**config.mk**
```make
export PLATFORM = sky130hd
export DESIGN_NAME = fifo_dual_port_flat
export DESIGN_NICKNAME = d
export VERILOG_FILES = /design/src/rtl/fifo_dual_port_if.sv /design/src/rtl/fifo_dual_port.sv /design/src/flat_wrapper.sv
export SDC_FILE = /design/constraint.sdc
export NUM_CORES = 1
export LEC_CHECK = 0
export ABC_AREA = 1
export CAP_MARGIN = 20
export CORE_MARGIN = 1.5
export CORE_UTILIZATION = 52
export DETAILED_ROUTE_END_ITERATION = 10
export MAX_ROUTING_LAYER = met4
export PLACE_DENSITY = 0.79
export SLEW_MARGIN = 30
export SYNTH_ARGS = -nofsm -noshare
export SYNTH_HDL_FRONTEND = slang
export SYNTH_SLANG_ARGS = --single-unit
```
**constraint.sdc**
```tcl
create_clock -name clk -period 2.2 [get_ports clk]
set_input_delay 0.66 -clock clk [delete_from_list [all_inputs] [get_ports clk]]
set_output_delay 0.66 -clock clk [all_outputs]
set_load 0.1 [all_outputs]
```
**src/rtl/fifo_dual_port_if.sv**
```systemverilog
// -----------------------------------------------------------------------------
// fifo_dual_port_if
//   Bundles the push/pop handshake, data and status signals of fifo_dual_port.
//   Handshake semantics: a push is taken on a rising clk edge when
//   push & (~full | pop); a pop is taken when pop & ~empty, and the popped
//   word is presented on data_out with valid_out high for exactly one cycle
//   after that edge. There is no back-pressure beyond the status flags.
//
//   Modports:
//     master - producer/consumer side (drives push, data_in, pop)
//     slave  - FIFO side (drives data_out, valid_out, flags, count, error)
// -----------------------------------------------------------------------------
interface fifo_dual_port_if #(
    parameter int DATA_WIDTH = 12,
    parameter int ADDR_WIDTH = 3
);
    logic                  push;
    logic [DATA_WIDTH-1:0] data_in;
    logic                  pop;
    logic [DATA_WIDTH-1:0] data_out;
    logic                  valid_out;
    logic                  full;
    logic                  empty;
    logic                  almost_full;
    logic                  almost_empty;
    logic [ADDR_WIDTH:0]   count;
    logic                  error;

    modport master (
        output push, data_in, pop,
        input  data_out, valid_out, full, empty, almost_full, almost_empty,
               count, error
    );

    modport slave (
        input  push, data_in, pop,
        output data_out, valid_out, full, empty, almost_full, almost_empty,
               count, error
    );
endinterface

```
**src/rtl/fifo_dual_port.sv**
```systemverilog
// -----------------------------------------------------------------------------
// fifo_dual_port
//   8 x 12-bit synchronous FIFO built around an internal dual-port memory
//   (port A write-only from push, port B read-only from pop). Tracks occupancy
//   and derives status flags combinationally from the registered count.
//
//   Ports:
//     clk    - system clock, rising edge
//     reset  - synchronous, active-high; wins over push/pop in the same cycle
//     bus    - fifo_dual_port_if.slave: push, data_in, pop, data_out (registered),
//              valid_out, full, empty, almost_full, almost_empty, count, error
//
//   Build option:
//     FIFO_ERROR_FLAG_EN - when defined, error is a sticky overflow/underflow
//                          flag cleared only by reset; otherwise error is 0.
// -----------------------------------------------------------------------------
module fifo_dual_port #(
    parameter int DATA_WIDTH   = 12,
    parameter int ADDR_WIDTH   = 3,
    parameter int ALMOST_FULL  = 6,
    parameter int ALMOST_EMPTY = 2
) (
    input  logic               clk,
    input  logic               reset,
    fifo_dual_port_if.slave    bus
);
    localparam int DEPTH = 1 << ADDR_WIDTH;
    localparam int CNT_W = ADDR_WIDTH + 1;

    logic [DATA_WIDTH-1:0] mem_q [DEPTH];

    logic [ADDR_WIDTH-1:0] wr_ptr_q, wr_ptr_d;
    logic [ADDR_WIDTH-1:0] rd_ptr_q, rd_ptr_d;
    logic [CNT_W-1:0]      count_q, count_d;
    logic [DATA_WIDTH-1:0] data_out_q, data_out_d;
    logic                  valid_out_q, valid_out_d;

    logic full_w, empty_w;
    logic push_acc, pop_acc;

    assign full_w  = (count_q == CNT_W'(DEPTH));
    assign empty_w = (count_q == '0);

    // A pop on a full FIFO frees a slot in the same edge, so push may proceed.
    assign push_acc = bus.push & (~full_w | bus.pop);
    assign pop_acc  = bus.pop & ~empty_w;

    always_comb begin
        wr_ptr_d    = wr_ptr_q;
        rd_ptr_d    = rd_ptr_q;
        count_d     = count_q;
        data_out_d  = data_out_q;
        valid_out_d = 1'b0;

        if (push_acc) begin
            wr_ptr_d = wr_ptr_q + ADDR_WIDTH'(1);
        end
        if (pop_acc) begin
            rd_ptr_d    = rd_ptr_q + ADDR_WIDTH'(1);
            data_out_d  = mem_q[rd_ptr_q];
            valid_out_d = 1'b1;
        end

        case ({push_acc, pop_acc})
            2'b10:   count_d = count_q + CNT_W'(1);
            2'b01:   count_d = count_q - CNT_W'(1);
            default: count_d = count_q;
        endcase
    end

    always_ff @(posedge clk) begin
        if (reset) begin
            wr_ptr_q    <= '0;
            rd_ptr_q    <= '0;
            count_q     <= '0;
            data_out_q  <= '0;
            valid_out_q <= 1'b0;
        end else begin
            wr_ptr_q    <= wr_ptr_d;
            rd_ptr_q    <= rd_ptr_d;
            count_q     <= count_d;
            data_out_q  <= data_out_d;
            valid_out_q <= valid_out_d;
        end
    end

    // Storage is intentionally not reset; stale words are unreachable once the
    // pointers and count are cleared.
    always_ff @(posedge clk) begin
        if (!reset && push_acc) begin
            mem_q[wr_ptr_q] <= bus.data_in;
        end
    end

`ifdef FIFO_ERROR_FLAG_EN
    logic error_q, error_d;
    logic overflow, underflow;

    assign overflow  = bus.push & full_w & ~bus.pop;
    // Any pop seen while empty is ignored, including one paired with a push.
    assign underflow = bus.pop & empty_w;

    always_comb begin
        error_d = error_q | overflow | underflow;
    end

    always_ff @(posedge clk) begin
        if (reset) begin
            error_q <= 1'b0;
        end else begin
            error_q <= error_d;
        end
    end

    assign bus.error = error_q;
`else
    assign bus.error = 1'b0;
`endif

    assign bus.data_out     = data_out_q;
    assign bus.valid_out    = valid_out_q;
    assign bus.count        = count_q;
    assign bus.full         = full_w;
    assign bus.empty        = empty_w;
    assign bus.almost_full  = (count_q >= CNT_W'(ALMOST_FULL));
    assign bus.almost_empty = (count_q <= CNT_W'(ALMOST_EMPTY));
endmodule
```
**src/flat_wrapper.sv**
```systemverilog
// flat-port wrapper written by rule: the top's interface ports become plain ports
module fifo_dual_port_flat 
#(
    parameter int DATA_WIDTH   = 12,
    parameter int ADDR_WIDTH   = 3,
    parameter int ALMOST_FULL  = 6,
    parameter int ALMOST_EMPTY = 2
)
  (clk, reset, bus_push, bus_data_in, bus_pop, bus_data_out, bus_valid_out, bus_full, bus_empty, bus_almost_full, bus_almost_empty, bus_count, bus_error);
  fifo_dual_port_if #(.DATA_WIDTH(DATA_WIDTH), .ADDR_WIDTH(ADDR_WIDTH)) bus_i ();
  input  logic clk;
  input  logic reset;
  input wire logic [$bits(bus_i.push)-1:0] bus_push;
  input wire logic [$bits(bus_i.data_in)-1:0] bus_data_in;
  input wire logic [$bits(bus_i.pop)-1:0] bus_pop;
  output wire logic [$bits(bus_i.data_out)-1:0] bus_data_out;
  output wire logic [$bits(bus_i.valid_out)-1:0] bus_valid_out;
  output wire logic [$bits(bus_i.full)-1:0] bus_full;
  output wire logic [$bits(bus_i.empty)-1:0] bus_empty;
  output wire logic [$bits(bus_i.almost_full)-1:0] bus_almost_full;
  output wire logic [$bits(bus_i.almost_empty)-1:0] bus_almost_empty;
  output wire logic [$bits(bus_i.count)-1:0] bus_count;
  output wire logic [$bits(bus_i.error)-1:0] bus_error;
  assign bus_i.push = bus_push;
  assign bus_i.data_in = bus_data_in;
  assign bus_i.pop = bus_pop;
  assign bus_data_out = bus_i.data_out;
  assign bus_valid_out = bus_i.valid_out;
  assign bus_full = bus_i.full;
  assign bus_empty = bus_i.empty;
  assign bus_almost_full = bus_i.almost_full;
  assign bus_almost_empty = bus_i.almost_empty;
  assign bus_count = bus_i.count;
  assign bus_error = bus_i.error;
  fifo_dual_port #(.DATA_WIDTH(DATA_WIDTH), .ADDR_WIDTH(ADDR_WIDTH), .ALMOST_FULL(ALMOST_FULL), .ALMOST_EMPTY(ALMOST_EMPTY)) u_core (.clk(clk), .reset(reset), .bus(bus_i));
endmodule
```
==> flow_summary.toml <==
[run_status]
status = "complete, no violations"

[drt]
wirelength_um = 11730
vias = 3826
via_per_inst = 5.299
first_iter_violations = 356
drc = 0
first_pass_iters = 5
wl_per_cell_um = 16.24
ant_nets = 0

[power_and_ir_drop]
p_switching_mw = 3.299
power.total_mw = 8.109
powerDensity_nw_per_um2 = 1277
power_frac_seq_pct = 34.0
peakVddDrop_mv = 0.8103
swShare_pct = 40.68
comb_power_share_pct = 35.9
p_int_mw = 4.810
power.leakage_nw = 2.712
pwr-share-clk_pct = 30.1

[setup_path]
slowest_delay_ps = 410
endpoint_kind = "output pin"
ff2ff_setup_slack_ps = 240
r2r_cells = 10
crit_chain = "inv_1 -> o21ai_0 -> inv_1 -> buf_12"
crit_start = "u_core.bus.count[1]"
crit_buf_inv = 3
cp_common_cell = "inv_1"
path_max_fanout = 6
arrival_ps = 1480
slowest_stage = "dfxtp_4"
reg2reg_from = "u_core.bus.count[2]"
worstSetupPathType = "flop to output pin"
cp-start-kind = "flop"
r2r-end = "u_core.bus.count[2]"
required_ps = 1540
crit_family = "flip-flops"

[logic_synthesis]
avgSynthCellArea_um2 = 9.908
netlist_instances = 516
synth_top_area_cell = "edfxtp_1"
synth-seq-cells = 119
yosys.area.top_type_share_pct = 56.39
seq_area_frac_synth_pct = 65.39
syn-num-nets = 538
synthTopCellsByArea = "edfxtp_1 (56%), nand2_1 (11%), dfxtp_1 (9.0%)"
synth_cell_type_count = 26
syn_area_um2 = 5112
yosysWarnings = 0

[floorplan]
start_util_pct = 53.04
die-area_um2 = 10440
rows = 36
core-area_um2 = 9639
io_pins = 38
die_x_um = 102.2
die_h_um = 102.2

[worst_hold_path]
hp-start = "u_core.bus.data_out[2]"
hp-class = "flop to flop"
hold_depth = 2
whs_endpoint = "u_core.bus.data_out[2]"

[placed_design]
post-dp-hpwl_um = 7155
portBuffers = 36
routabilityCongestion = 0.8307
dp_cells = 690
post-place-ws_ps = -380.5

[layout]
final_cells = 722
layout.nets = 598
layout-drive-gt1-share_pct = 17.32
area_growth_pct = 24.25
fin_util_pct = 65.90
diodes = 0
final_common_cell = "nand2_1"
mostFrequentLayoutCells = "nand2_1 (148), edfxtp_1 (96), inv_1 (88)"

[grt]
grt_pass1_vias = 3650
grt_max_degree = 50
grt_usage_pct = 24.30
antenna_found_initial = 0
grt_pass1_wl_um = 17730
overflow = 0

[timing]
slew_violations = 0
worstMarginPinSlew_ps = 608.7
timing.final.crit_period_ps = 2139
hold_ws_ps = 462.9
final-setup-viol-count = 0
timing.fmax_mhz = 467.5
fin_skew_ps = 7.403
postLayoutSetupSlackWorst_ps = 61.10
relSlewSlack_pct = 59.37
period_share_pct = 97.22
finalHoldViolations = 0

[clocking]
post_cts_buffers = 0
cts_tree = "built"
cts.path.max_buffers = 2
root_buffer = "clkbuf_8"
cts_max_level = 4
cts_buffers = 17
clkSlewWorstSetupHoldPaths_ps = 60
clock-sinks = 119
postCtsHoldBufs = 0
clk_latency_ps = 520

[flow_run]
maxCapViolCount = 0
repair_timing:
action / CTS / global route
hold endpoints to repair: 0 / 0
endpoints found under the setup margin: 0 / 3
gates resized for setup: 0 / 5
registers in the layout, indices dropped and copies added (netlist names):
signal and count:
u_core.bus.count 4, u_core.bus.valid_out 1, u_core.wr_ptr_q 3, u_core.rd_ptr_q 3, u_core.bus.data_out 12, u_core.mem_q 96
synth_stat cells:
library cell / n
a21oi_1: 21
and3_1: 1
buf_2: 11
buf_4: 5
buf_6: 2
clkbuf_1: 4
conb_1: 1
dfxtp_1: 23
edfxtp_1: 96
fa_1: 1
ha_1: 5
inv_1: 89
inv_2: 2
inv_4: 1
nand2_1: 149
nand2_2: 1
nand2_4: 1
nand3_1: 76
nand4_1: 1
nor2_1: 8
nor3_1: 4
nor4_1: 1
o21ai_0: 10
or2_2: 1
xnor2_1: 1
xor2_1: 1
worst max path at each step:
stage / to / slack, ps / depth (start not counted)
CTS: bus_almost_empty / 50 / 4
detailed placement: u_core.bus.count[3] / -380 / 12
finish: bus_almost_empty / 60 / 4
global route: bus_almost_empty / -3 / 4
floorplan: bus_full / -100 / 2
global placement: u_core.bus.count[3] / -340 / 12
routing by layer:
metal	track usage [%]	wire [µm]
met5	-	0
met2	39.33	5828
met1	28.20	4466
met4	12.33	427
met3	6.088	1006
per-stage QoR:
step	setup TNS [ps]	cell area, µm²
final	0	6352
after floorplan	-102.9	5174
after CTS	0	6330
after detailed placement	-24870	5796
after global placement	-17020	5796
after global routing	-3.224	6352
area by class of cell:
class                   count  area [µm²]
repair buffers             63       585.6
inverters                  92       347.8
flip-flops and latches    119        3358
clock inverters            15       120.1
clock buffers              17       414.1
well taps                 133       166.4
multi-input cells         283        1360
fillers                   723        3287
power groups by stage:
| stage | Sequential [mW] | Combinational [mW] | Clock (mW) |
|---|---|---|---|
| after detailed placement | 2.79 | 2.84 | 0 |
| after floorplan | 3.48 | 1.41 | 0 |
| after global placement | 2.78 | 2.77 | 0 |
| after CTS | 2.75 | 2.87 | 2.46 |
| after global routing | 2.77 | 3.10 | 2.57 |
| final | 2.75 | 2.91 | 2.44 |
tightest hold or removal path, stage by stage, from the launching register on:
cell and delay, ps:
dfxtp_1 310, nand2_1 60, a21oi_1 50
cell families after synthesis:
logic type	synth area share, %
fa+ha+maj	1.615
compound gates	3.035
buf+inv	9.349
other cells	0.07335
simple gates	20.19
flops	65.39
xor+xnor	0.3427
No activity file was read; power rests on OpenSTA's default activity.
